--- config.mk ---
export PLATFORM = sky130hd
export DESIGN_NAME = cmv300_stream_emulator
export DESIGN_NICKNAME = d
export VERILOG_FILES = /design/src/rtl/cmv300_stream_emulator.sv
export SDC_FILE = /design/constraint.sdc
export NUM_CORES = 1
export LEC_CHECK = 0
export BUFFER_PORTS_ARGS = -buffer_cell sky130_fd_sc_hd__buf_4
export CAP_MARGIN = 20
export CORE_UTILIZATION = 35
export CTS_BUF_LIST = sky130_fd_sc_hd__clkbuf_4
export DETAILED_ROUTE_END_ITERATION = 6
export SLEW_MARGIN = 30
export SYNTH_ARGS = -nofsm -noshare
export SYNTH_HDL_FRONTEND = slang
export SYNTH_SLANG_ARGS = --single-unit
export TNS_END_PERCENT = 1
--- constraint.sdc ---
create_clock -name CVM300_CLK_IN -period 2.05 [get_ports CVM300_CLK_IN]
set_clock_uncertainty 0.05 [all_clocks]
set_input_delay 0.205 -clock CVM300_CLK_IN [delete_from_list [all_inputs] [get_ports CVM300_CLK_IN]]
set_output_delay 0.205 -clock CVM300_CLK_IN [all_outputs]
set_load 0.02 [all_outputs]
--- src/rtl/cmv300_stream_emulator.sv ---
// -----------------------------------------------------------------------------
// cmv300_stream_emulator
//
// Stands in for the CMV300 image sensor's 8-bit parallel pixel output. On a
// rising edge of CVM300_FRAME_REQ it waits FRAME_DELAY cycles. It then emits
// V_LINES lines of H_PIXELS valid pixels each, with LINE_GAP blanking cycles
// between lines. Pixel values follow a deterministic test pattern, so a
// captured frame can be checked bit-exactly.
//
// Ports
//   CVM300_CLK_IN      in   1       the only clock, rising edge
//   CVM300_SYS_RES_N   in   1       asynchronous active-low reset
//   CVM300_FRAME_REQ   in   1       frame request level, 0->1 starts a frame
//   pattern_sel        in   2       0 column ramp, 1 row ramp, 2 diagonal,
//                                   3 checker (latched when a frame starts)
//   CVM300_Line_valid  out  1       high during active pixels of a line
//   CVM300_Data_valid  out  1       high during active pixels
//   CVM300_D           out  DATA_W  pixel value, 0 when not valid
//   frame_busy         out  1       high from accepted request to frame end
//   frame_count        out  16      completed frames, wraps at 0xFFFF
// -----------------------------------------------------------------------------
module cmv300_stream_emulator #(
  parameter int H_PIXELS    = 648,
  parameter int V_LINES     = 488,
  parameter int LINE_GAP    = 8,
  parameter int FRAME_DELAY = 16,
  parameter int DATA_W      = 8
) (
  input  logic              CVM300_CLK_IN,
  input  logic              CVM300_SYS_RES_N,
  input  logic              CVM300_FRAME_REQ,
  input  logic [1:0]        pattern_sel,
  output logic              CVM300_Line_valid,
  output logic              CVM300_Data_valid,
  output logic [DATA_W-1:0] CVM300_D,
  output logic              frame_busy,
  output logic [15:0]       frame_count
);

  // Each counter is wide enough for 0..PARAM-1, and always at least 1 bit.
  localparam int COL_W = (H_PIXELS    > 1) ? $clog2(H_PIXELS)    : 1;
  localparam int ROW_W = (V_LINES     > 1) ? $clog2(V_LINES)     : 1;
  localparam int GAP_W = (LINE_GAP    > 1) ? $clog2(LINE_GAP)    : 1;
  localparam int DLY_W = (FRAME_DELAY > 1) ? $clog2(FRAME_DELAY) : 1;

  localparam logic [COL_W-1:0] COL_LAST = COL_W'(H_PIXELS - 1);
  localparam logic [ROW_W-1:0] ROW_LAST = ROW_W'(V_LINES - 1);
  localparam logic [GAP_W-1:0] GAP_LAST = GAP_W'(LINE_GAP - 1);
  localparam logic [DLY_W-1:0] DLY_LAST = DLY_W'(FRAME_DELAY - 1);

  typedef enum logic [1:0] {
    S_IDLE,
    S_DELAY,
    S_LINE,
    S_GAP
  } state_e;

  state_e              state_q, state_d;
  logic                req_q;
  logic [1:0]          pat_q, pat_d;
  logic [COL_W-1:0]    col_q, col_d;
  logic [ROW_W-1:0]    row_q, row_d;
  logic [GAP_W-1:0]    gap_q, gap_d;
  logic [DLY_W-1:0]    dly_q, dly_d;
  logic                valid_q, valid_d;
  logic [DATA_W-1:0]   data_q, data_d;
  logic                busy_q, busy_d;
  logic [15:0]         frame_count_q, frame_count_d;

  logic                req_rise;
  logic [7:0]          col8;
  logic [7:0]          row8;
  logic [7:0]          pix8;

  // Only a fresh 0->1 transition counts. A level held high across frame end
  // does not start another frame.
  assign req_rise = CVM300_FRAME_REQ & ~req_q;

  // Patterns are defined on the low 8 bits of the column and row indices.
  assign col8 = 8'(col_q);
  assign row8 = 8'(row_q);

  always_comb begin
    pix8 = col8;
    case (pat_q)
      2'd0:    pix8 = col8;
      2'd1:    pix8 = row8;
      2'd2:    pix8 = col8 + row8;
      default: pix8 = (col_q[0] ^ row_q[0]) ? 8'hFF : 8'h00;
    endcase
  end

  // Next-state and registered-output logic.
  // NOTE: every signal gets its default first, so no path through the case
  // leaves one unassigned and no latch is inferred.
  always_comb begin
    state_d       = state_q;
    pat_d         = pat_q;
    col_d         = col_q;
    row_d         = row_q;
    gap_d         = gap_q;
    dly_d         = dly_q;
    valid_d       = 1'b0;
    data_d        = '0;
    busy_d        = busy_q;
    frame_count_d = frame_count_q;

    case (state_q)
      S_IDLE: begin
        if (req_rise) begin
          state_d = S_DELAY;
          pat_d   = pattern_sel;
          col_d   = '0;
          row_d   = '0;
          dly_d   = '0;
          busy_d  = 1'b1;
        end
      end

      S_DELAY: begin
        if (dly_q == DLY_LAST) begin
          state_d = S_LINE;
        end else begin
          dly_d = dly_q + DLY_W'(1);
        end
      end

      S_LINE: begin
        valid_d = 1'b1;
        data_d  = DATA_W'(pix8);
        if (col_q == COL_LAST) begin
          col_d = '0;
          if (row_q == ROW_LAST) begin
            // The last pixel goes out on the same edge that ends the frame.
            state_d       = S_IDLE;
            busy_d        = 1'b0;
            frame_count_d = frame_count_q + 16'd1;
          end else begin
            state_d = S_GAP;
            row_d   = row_q + ROW_W'(1);
            gap_d   = '0;
          end
        end else begin
          col_d = col_q + COL_W'(1);
        end
      end

      S_GAP: begin
        if (gap_q == GAP_LAST) begin
          state_d = S_LINE;
        end else begin
          gap_d = gap_q + GAP_W'(1);
        end
      end

      default: state_d = S_IDLE;
    endcase
  end

  // NOTE: state registers use non-blocking assignments, so every register
  // samples the values from before the edge and evaluation order cannot matter.
  always_ff @(posedge CVM300_CLK_IN or negedge CVM300_SYS_RES_N) begin
    if (!CVM300_SYS_RES_N) begin
      state_q       <= S_IDLE;
      req_q         <= 1'b0;
      pat_q         <= 2'd0;
      col_q         <= '0;
      row_q         <= '0;
      gap_q         <= '0;
      dly_q         <= '0;
      valid_q       <= 1'b0;
      data_q        <= '0;
      busy_q        <= 1'b0;
      frame_count_q <= 16'd0;
    end else begin
      state_q       <= state_d;
      req_q         <= CVM300_FRAME_REQ;
      pat_q         <= pat_d;
      col_q         <= col_d;
      row_q         <= row_d;
      gap_q         <= gap_d;
      dly_q         <= dly_d;
      valid_q       <= valid_d;
      data_q        <= data_d;
      busy_q        <= busy_d;
      frame_count_q <= frame_count_d;
    end
  end

  // Line and data valid are identical in every cycle, so one register drives both.
  assign CVM300_Line_valid = valid_q;
  assign CVM300_Data_valid = valid_q;
  assign CVM300_D          = data_q;
  assign frame_busy        = busy_q;
  assign frame_count       = frame_count_q;

endmodule

==> results of run 1 <==
-- layout by cell type (no fill, tap or decap), drive strengths merged, types with 3 or more instances in the layout --
master	instances
dfrtp	57
clkbuf	9
dlygate4sd3	4
nand4	10
or4	3
xnor2	9
nand2b	5
nand3	14
nor2	29
ha	13
nor4	5
nor3	8
nand2	29
a21oi	12
mux2i	6
xor2	12
a31oi	4
buf	71
inv	9
mux2	7
and3	12
o31ai	5
clkinvlp	3
o22ai	6
or2	6
o21ai	26
-- worst max-delay path, delay by kind of cell, from the launching register on --
kind	cells	cell delay, ns
adder cells (fa/ha/maj)	1	0.20
flip-flops	1	0.41
buffers and inverters	1	0.18
AND/OR/NAND/NOR	4	1.05
XOR/XNOR	1	0.14
-- per-stage QoR --
stage	instance area, µm²	setup WS, ns	power, mW
2_1_floorplan	3160	-0.0507	2.46
3_3_place_gp	3720	-0.0600	3.04
3_5_place_dp	3720	-0.149	3.08
4_1_cts	3960	-0.0393	4.08
5_1_grt	4010	-0.194	4.37
6_report	4010	-0.0752	4.09
-- cell type report --
| cell class | instances | area share (%) |
|---|---|---|
| Multi-Input combinational cell | 247 | 41.8 |
| Sequential cell | 57 | 35.6 |
| Timing Repair Buffer | 75 | 14.3 |
| Tap cell | 108 | 3.37 |
| Clock inverter | 7 | 2.37 |
| Clock buffer | 9 | 1.69 |
| Inverter | 9 | 0.843 |
-- registers in the layout, summed over array words and instances, names as in the netlist --
name,count
CVM300_D,8
CVM300_Data_valid,1
col_q,10
dly_q,4
frame_busy,1
frame_count,16
gap_q,3
pat_q,2
req_q,1
row_q,9
state_q,2
-- where the power goes --
part,switching (mW),internal (mW),total [mW]
sequential,0.157,1.33,1.49
clock,0.462,0.491,0.953
combinational,0.903,0.745,1.65
total,1.52,2.57,4.09
-- metal layers --
layer / global-route usage (%) / share of wire, % / vias to the layer above
met3: 2.89 / 2.5 / 10
met4: 10.1 / 2.1 / 0
met2: 24.5 / 47 / 49
met1: 21.5 / 48 / 1289
met5: 0 / 0 / -
li1: - / - / 1323
-- timing repair --
action,CTS,global route
hold endpoints to repair,60,0
gates resized for setup,2,9
pin swaps,4,9
buffers inserted,4,1
hold buffers,4,0
setup endpoints to repair,13,22
-- logic make-up (layout without fill, tap and decap cells) --
family | after synthesis | count (layout)
compound gates | 68 | 68
xor+xnor | 21 | 21
buf+inv | 24 | 100
fa+ha+maj | 14 | 14
simple gates | 131 | 131
flops | 57 | 57
mux | 13 | 13
-- worst max-delay path by stage --
stage / start / to / slack [ns] / cells after the start
floorplan: col_q[1] / frame_count[1] / -0.05 / 5
global placement: col_q[0] / frame_count[8] / -0.06 / 6
detailed placement: col_q[0] / frame_count[8] / -0.15 / 6
CTS: col_q[4] / frame_count[14] / -0.04 / 6
global route: col_q[0] / frame_count[8] / -0.19 / 7
finish: col_q[0] / frame_count[14] / -0.08 / 7
==> impl_metrics.py, run 1 <==
metrics = {
    "pwr": {
        "power_density_mw_per_mm2": 1020,
        "leakage_nw": 1.90,
        "irDropWorstVdd_v": 0.000331,
    },
    "yosys": {
        "synth-async-reset-ratio_pct": 100,
        "postSynthCellCount": 328,
        "yosysSeqAreaShare_pct": 45.2,
        "yosys-top-cells-count": "dfrtp_1 (57), nand2_1 (29), nor2_1 (29)",
        "synth.area.top_cells": "dfrtp_1 (45%), ha_1 (5.2%), o21ai_0 (3.6%), nand2_1 (3.4%), nor2_1 (3.4%)",
        "synth_most_common_cell": "dfrtp_1",
        "yosysTopAreaCell": "dfrtp_1",
        "ys_ff_latch": 57,
        "synth_mux_area_share_pct": 4.40,
        "synth_edf_count": 0,
        "synth-main-ff-cell": "dfrtp_1",
        "synth_fp_nets": 347,
        "synth_top_family_by_area": "simple AND/OR/NAND/NOR gates",
        "synth_xor_area_share_pct": 5.83,
        "synth_compound_area_share_pct": 13.2,
        "syn_area_mm2": 0.00316,
        "ys_warn_count": 0,
        "syn_area_per_cell_um2": 9.62,
        "ys_types": 55,
        "yosysTopAreaCellShare_pct": 45.2,
        "synthAdderAreaFrac_pct": 5.79,
        "yosys.area_share.simple_pct": 22.3,
    },
    "finish": {
        "multi_input_area_mm2": 0.00168,
        "synthToLayoutAreaGrowth_pct": 27.0,
        "fin_util_pct": 45.9,
        "seq_area_mm2": 0.00143,
        "nets": 418,
        "fill_cells": 826,
        "antennaDiodeCount": 0,
        "drive_above_1_share_pct": 28.0,
        "fin_cells": 512,
    },
    "sta": {
        "slew_violations": 0,
        "tightest_slew_ns": 0.735,
        "fmax_mhz": 471,
        "setup_viol": 6,
        "layout_setup_ws_ns": -0.0752,
        "slew_headroom_pct": 51.0,
        "hold-worst-slack_ns": 0.309,
        "min_period_ns": 2.13,
        "timing.final.crit_share_pct": 104,
        "hold_viol": 0,
        "final.setup.tns_ns": -0.321,
        "rsz0062_at_grt": "true",
    },
    "setup_path": {
        "reg2reg_slack_ns": -0.08,
        "worst_path_largest_cell_delay_ns": 0.46,
        "cpMaxStageDelayCell": "or3_4",
        "crit_path_cell_trace": "ha_2, nand4b_1, or3_4, nor4_4, buf_4, nand4_1, xnor2_1",
        "crit_type": "flop to flop",
        "worstPathMaxFanout": 4,
        "reg2reg_from": "col_q[0]",
        "start_kind": "flop",
        "cp.arrival_ns": 2.39,
        "worstRegToRegCells": 7,
        "cp.required_ns": 2.31,
        "worstReg2RegEnd": "frame_count[14]",
        "crit_path_end_kind": "flop",
    },
    "clocking": {
        "cts_buffers": 9,
        "clk_pin_slew_worst_paths_ns": 0.11,
        "cts_max_level": 3,
        "root_buffer": "clkbuf_4",
        "cts_tree": "built",
        "clkSinkCount": 57,
        "worstSkewPairLatency_ns": 0.41,
        "cts_buffer_depth": 2,
    },
    "global_route": {
        "grt_pass1_wl_um": 12000,
        "grt_max_degree": 58,
        "grt_pass1_vias": 2553,
        "antenna_found_initial": 0,
        "gr-total-overflow": 0,
        "grt.total_usage_pct": 16.2,
    },
    "drt": {
        "num_vias": 2671,
        "drtPass1Iterations": 4,
        "wl_per_cell_um": 14.3,
        "viasPerCell": 5.22,
        "drtIter0Drc": 86,
        "ant_nets": 0,
        "wl_um": 7300,
        "route.detailed.drc": 0,
    },
    "job": {
        "cap_violations": 0,
    },
    "floorplan": {
        "placementRows": 34,
        "ios": 32,
        "die-height_um": 97.0,
        "die_w_um": 97.0,
        "start_util_pct": 36.2,
        "core-area_mm2": 0.00872,
        "die_area_mm2": 0.00940,
    },
    "place": {
        "port-buffer-count": 31,
        "place_inst": 487,
        "place.detailed.hpwl_um": 5010,
        "gp_congestion": 0.824,
    },
    "status": {
        "violations": "setup timing",
        "status": "complete, but fails checks",
    },
    "worst_hold_path": {
        "hold_path_class": "primary input to asynchronous set/reset pin",
    },
}
No activity file was read; power rests on OpenSTA's default activity.
==> inputs of run 2 (changes only) <==
--- a/config.mk
+++ b/config.mk
@@ -9,6 +9,7 @@
 export CAP_MARGIN = 20
 export CORE_UTILIZATION = 35
 export CTS_BUF_LIST = sky130_fd_sc_hd__clkbuf_4
+export CTS_CLUSTER_SIZE = 25
 export DETAILED_ROUTE_END_ITERATION = 6
 export SLEW_MARGIN = 30
 export SYNTH_ARGS = -nofsm -noshare
==> constraint.sdc (replaced) <==
create_clock -name CVM300_CLK_IN -period 2.35 [get_ports CVM300_CLK_IN]
set_clock_uncertainty 0.05 [all_clocks]
set_input_delay 0.235 -clock CVM300_CLK_IN [delete_from_list [all_inputs] [get_ports CVM300_CLK_IN]]
set_output_delay 0.235 -clock CVM300_CLK_IN [all_outputs]
set_load 0.02 [all_outputs]
==> impl_metrics.py, run 2 (same netlist as run 1, synthesis figures left out) <==
metrics = {
    "finish": {
        "fill_cells": 815,
        "nets": 399,
        "drive_above_1_share_pct": 22.6,
        "multi_input_area_mm2": 0.00163,
        "fin_util_pct": 44.1,
        "layout_commonest_cell": "dfrtp_1",
        "synthToLayoutAreaGrowth_pct": 21.8,
        "seq_area_mm2": 0.00143,
        "final_cell_mix": "dfrtp_1 (55), buf_4 (52), nand2_1 (29), nor2_1 (29), o21ai_0 (23)",
        "antennaDiodeCount": 0,
        "largest_register_ffs": 16,
        "finalInstanceArea_mm2": 0.00384,
    },
    "sta": {
        "fmax_mhz": 453,
        "timing.final.crit_share_pct": 94.0,
        "slew_violations": 0,
        "slew_headroom_pct": 51.5,
        "tightest_slew_ns": 0.727,
        "final.setup.tns_ns": 0,
        "setup_viol": 0,
        "min_period_ns": 2.21,
        "hold_viol": 0,
    },
    "floorplan": {
        "ios": 32,
        "die_w_um": 97.0,
        "placementRows": 34,
        "start_util_pct": 36.2,
        "die_area_mm2": 0.00940,
        "core-area_mm2": 0.00872,
        "die-height_um": 97.0,
    },
    "setup_path": {
        "worst_path_largest_cell_delay_ns": 0.47,
        "crit_type": "flop to flop",
        "crit_path_cell_trace": "ha_1, nand4b_1, or3_4, nor4_4, buf_4, and3_1, xor2_1",
        "start_kind": "flop",
        "crit_path_end_kind": "flop",
        "cp.arrival_ns": 2.50,
        "cpMaxStageDelayCell": "or3_4",
        "cp.required_ns": 2.64,
        "worstPathMaxFanout": 6,
    },
    "job": {
        "cap_violations": 0,
    },
    "drt": {
        "drtPass1Iterations": 4,
        "drtIter0Drc": 121,
        "wl_um": 6970,
        "wl_per_cell_um": 14.1,
        "route.detailed.drc": 0,
        "ant_nets": 0,
        "viasPerCell": 5.31,
        "num_vias": 2617,
    },
    "place": {
        "gp_congestion": 0.818,
        "dpl_cell_area_mm2": 0.00360,
        "port-buffer-count": 31,
        "place.detailed.hpwl_um": 4870,
    },
    "global_route": {
        "grt.total_usage_pct": 15.8,
        "antenna_found_initial": 0,
        "gr-total-overflow": 0,
        "grt_max_degree": 58,
        "grt_pass1_vias": 2497,
        "grt_pass1_wl_um": 12000,
    },
    "status": {
        "status": "complete, no violations",
    },
    "pwr": {
        "leakage_nw": 1.83,
        "irDropWorstVdd_v": 0.000277,
        "power_density_mw_per_mm2": 909,
    },
    "clocking": {
        "cts_buffer_depth": 2,
        "worstSkewPairLatency_ns": 0.41,
        "clk_pin_slew_worst_paths_ns": 0.11,
        "cts_buffers": 9,
        "root_buffer": "clkbuf_4",
        "cts_tree": "built",
        "cts_max_level": 3,
        "clkSinkCount": 57,
    },
    "worst_hold_path": {
        "hold_path_class": "primary input to asynchronous set/reset pin",
    },
}
run 2: cell types whose count changed in the layout (fill, tap and decap cells not counted), sizes merged:
cell / before / now
inv: 9 / 10
buf: 71 / 52
clkinvlp: 3 / 0
clkinv: 2 / 3
bufinv: 2 / 3
run 2: critical path: cells and delay by family, from the launching register on:
| kind | cells | cell delay (ns) |
|---|---|---|
| adders and majority gates | 1 | 0.24 |
| buffers and inverters | 1 | 0.18 |
| DFF | 1 | 0.44 |
| xor gates and xnor gates | 1 | 0.15 |
| and+or+nand+nor | 4 | 1.09 |
run 2: stage by stage:
stage	std cells	setup slack, ns	total power [mW]	hold WS (ns)
floorplan	328	0.249	2.15	-0.111
global placement	472	0.138	2.53	0.296
detailed placement	472	0.0576	2.57	0.295
CTS	492	0.0362	3.53	0.382
global route	493	-0.00376	3.75	0.408
finish	493	0.141	3.50	0.362
run 2: final cells by class:
cell class | instances | area share, %
inverter | 9 | 0.879
clock buffer | 9 | 1.76
timing repair buffer | 56 | 11.2
sequential | 57 | 37.2
clock inverter | 7 | 3.06
multi-input combinational | 247 | 42.4
tap | 108 | 3.51
run 2: routing by layer:
metal,share of wire [%],track usage (%),vias to the layer above
li1,-,-,1293
met1,48,20.6,1265
met2,47,25.3,46
met3,3.1,3.25,13
met4,1.8,6.89,0
met5,0,0,-
run 2: what timing repair did:
action / 4_1_cts / 5_1_grt
buffers inserted: 0 / 1
resized for setup: 0 / 2
endpoints found under the setup margin: 0 / 5
hold buffers: 4 / 0
hold endpoints to repair: 60 / 0
run 2: power breakdown:
part / switching [mW] / internal (mW) / leakage (nW)
Sequential: 0.155 / 1.16 / 0.742
Clock: 0.397 / 0.540 / 0.100
Combinational: 0.713 / 0.529 / 0.992
run 2: final timing paths:
| check | slack [ns] | cells after the start | endpoint | start |
|---|---|---|---|---|
| setup reg to reg | 0.14 | 7 | frame_count[6] | col_q[0] |
| hold reg to reg | 0.42 | 1 | frame_count[15] | frame_count[15] |
| min in group CVM300_CLK_IN | 0.42 | 2 | req_q | CVM300_FRAME_REQ |
| setup / recovery | 0.14 | 7 | frame_count[6] | col_q[0] |
| max in group asynchronous | 1.38 | 2 | row_q[1] | CVM300_SYS_RES_N |
| hold / removal | 0.36 | 2 | CVM300_D[6] | CVM300_SYS_RES_N |
==> inputs of run 3 (changes only) <==
--- a/config.mk
+++ b/config.mk
@@ -7,6 +7,7 @@
 export LEC_CHECK = 0
 export BUFFER_PORTS_ARGS = -buffer_cell sky130_fd_sc_hd__buf_4
 export CAP_MARGIN = 20
+export CORE_MARGIN = 2
 export CORE_UTILIZATION = 35
 export CTS_BUF_LIST = sky130_fd_sc_hd__clkbuf_4
 export CTS_CLUSTER_SIZE = 25
==> impl_metrics.py, run 3 (same netlist as run 1, synthesis figures left out) <==
metrics = {
    "drt": {
        "wl_per_cell_um": 14.3,
        "num_vias": 2597,
        "ant_nets": 0,
        "route.detailed.drc": 0,
        "drtIter0Drc": 120,
        "wl_um": 7040,
        "drtPass1Iterations": 5,
        "viasPerCell": 5.29,
    },
    "clocking": {
        "cts_buffers": 9,
        "cts_max_level": 3,
        "clk_pin_slew_worst_paths_ns": 0.10,
        "worstSkewPairLatency_ns": 0.40,
        "clkSinkCount": 57,
        "root_buffer": "clkbuf_4",
        "cts_tree": "built",
        "cts_buffer_depth": 2,
    },
    "finish": {
        "nets": 399,
        "layout_commonest_cell": "dfrtp_1",
        "seq_area_mm2": 0.00143,
        "fin_cells": 491,
        "final_cell_mix": "dfrtp_1 (56), buf_4 (52), nand2_1 (29), nor2_1 (29), o21ai_0 (23)",
        "multi_input_area_mm2": 0.00163,
        "synthToLayoutAreaGrowth_pct": 19.6,
        "largest_register_ffs": 16,
        "fill_cells": 838,
        "antennaDiodeCount": 0,
        "drive_above_1_share_pct": 21.7,
    },
    "floorplan": {
        "start_util_pct": 36.2,
        "ios": 32,
        "die-height_um": 99.0,
        "die_w_um": 99.0,
        "placementRows": 34,
        "core-area_mm2": 0.00872,
        "die_area_mm2": 0.00979,
    },
    "status": {
        "status": "complete, no violations",
    },
    "sta": {
        "fmax_mhz": 453,
        "min_period_ns": 2.21,
        "tightest_slew_ns": 0.738,
        "final.setup.tns_ns": 0,
        "setup_viol": 0,
        "slew_violations": 0,
        "layout_setup_ws_ns": 0.144,
        "slew_headroom_pct": 50.8,
        "hold_viol": 0,
        "timing.final.crit_share_pct": 93.9,
        "hold-worst-slack_ns": 0.358,
    },
    "global_route": {
        "grt_pass1_vias": 2616,
        "grt_max_degree": 58,
        "antenna_found_initial": 0,
        "grt.total_usage_pct": 15.9,
        "gr-total-overflow": 0,
        "grt_pass1_wl_um": 12500,
    },
    "setup_path": {
        "crit_type": "flop to flop",
        "crit_path_frequent_cell": "buf_4",
        "crit_buf_inv": 2,
        "start_kind": "flop",
        "worst_path_largest_cell_delay_ns": 0.47,
        "cp.required_ns": 2.62,
        "crit_family": "simple AND/OR/NAND/NOR gates",
        "cpMaxStageDelayCell": "dfrtp_1",
        "crit_path_cell_trace": "ha_1, nand4_1, or2_0, buf_4, nor4_4, buf_4, and3_1, xor2_1",
        "worstPathMaxFanout": 6,
        "crit_path_end_kind": "flop",
        "cp.arrival_ns": 2.48,
    },
    "pwr": {
        "leakage_nw": 1.80,
        "power_mw": 3.22,
        "power_density_mw_per_mm2": 852,
        "irDropWorstVdd_v": 0.000294,
    },
    "place": {
        "dp_slack_ns": 0.0680,
        "port-buffer-count": 31,
        "place_inst": 471,
        "gp_congestion": 0.779,
        "place.detailed.hpwl_um": 4860,
    },
    "worst_hold_path": {
        "hold_path_class": "primary input to asynchronous set/reset pin",
    },
    "job": {
        "cap_violations": 0,
    },
}
## run 3: changes by cell type in the layout (fill, tap and decap cells not counted)
| cell | delta |
|---|---|
| clkinv_4 | -1 |
| clkinv_2 | +1 |
| bufinv_16 | -2 |
| clkinv_1 | +1 |
| dfrtp_1 | +1 |
| dfrtp_2 | -1 |
| inv_6 | -1 |
## run 3: final timing paths
check,depth (start not counted),from,slack [ns],end
max,8,row_q[1],0.14,frame_count[8]
min,2,CVM300_SYS_RES_N,0.36,CVM300_D[6]
max reg2reg,8,row_q[1],0.14,frame_count[8]
min reg2reg,1,frame_count[15],0.42,frame_count[15]
max in group asynchronous,2,CVM300_SYS_RES_N,1.36,col_q[0]
min in group CVM300_CLK_IN,1,frame_count[15],0.42,frame_count[15]
## run 3: power by group
group / switching, mW / internal, mW / leakage, nW / total [mW]
combinational: 0.701 / 0.525 / 0.992 / 1.23
clock: 0.362 / 0.304 / 0.0688 / 0.667
sequential: 0.162 / 1.16 / 0.742 / 1.32
total: 1.23 / 1.99 / 1.80 / 3.22
## run 3: area by class of cell
type / count / area share (%)
Multi-Input combinational cell: 247 / 43.2
Clock inverter: 5 / 1.29
Inverter: 9 / 0.895
Clock buffer: 9 / 1.79
Timing Repair Buffer: 56 / 11.4
Tap cell: 108 / 3.58
Sequential cell: 57 / 37.8
## run 3: per-stage QoR
step | utilization [%] | instance area, µm²
floorplan | - | 3160
global placement | 41.2 | 3600
detailed placement | 41.2 | 3600
CTS | 43.0 | 3750
global route | 43.3 | 3770
finish | 43.3 | 3770
## run 3: timing repair
action                                  4_1_cts  5_1_grt
hold buffers                                  4        0
setup buffers                                 0        2
resized for setup                             0        1
endpoints found under the hold margin        60        0
endpoints found under the setup margin        0        8
## run 3: layer usage
metal	wire, µm	part of all wire (%)	GRT usage [%]
met5	0	0	0
met3	248	3.5	3.05
met1	3430	49	22.0
met2	3240	46	23.9
met4	123	1.7	7.90
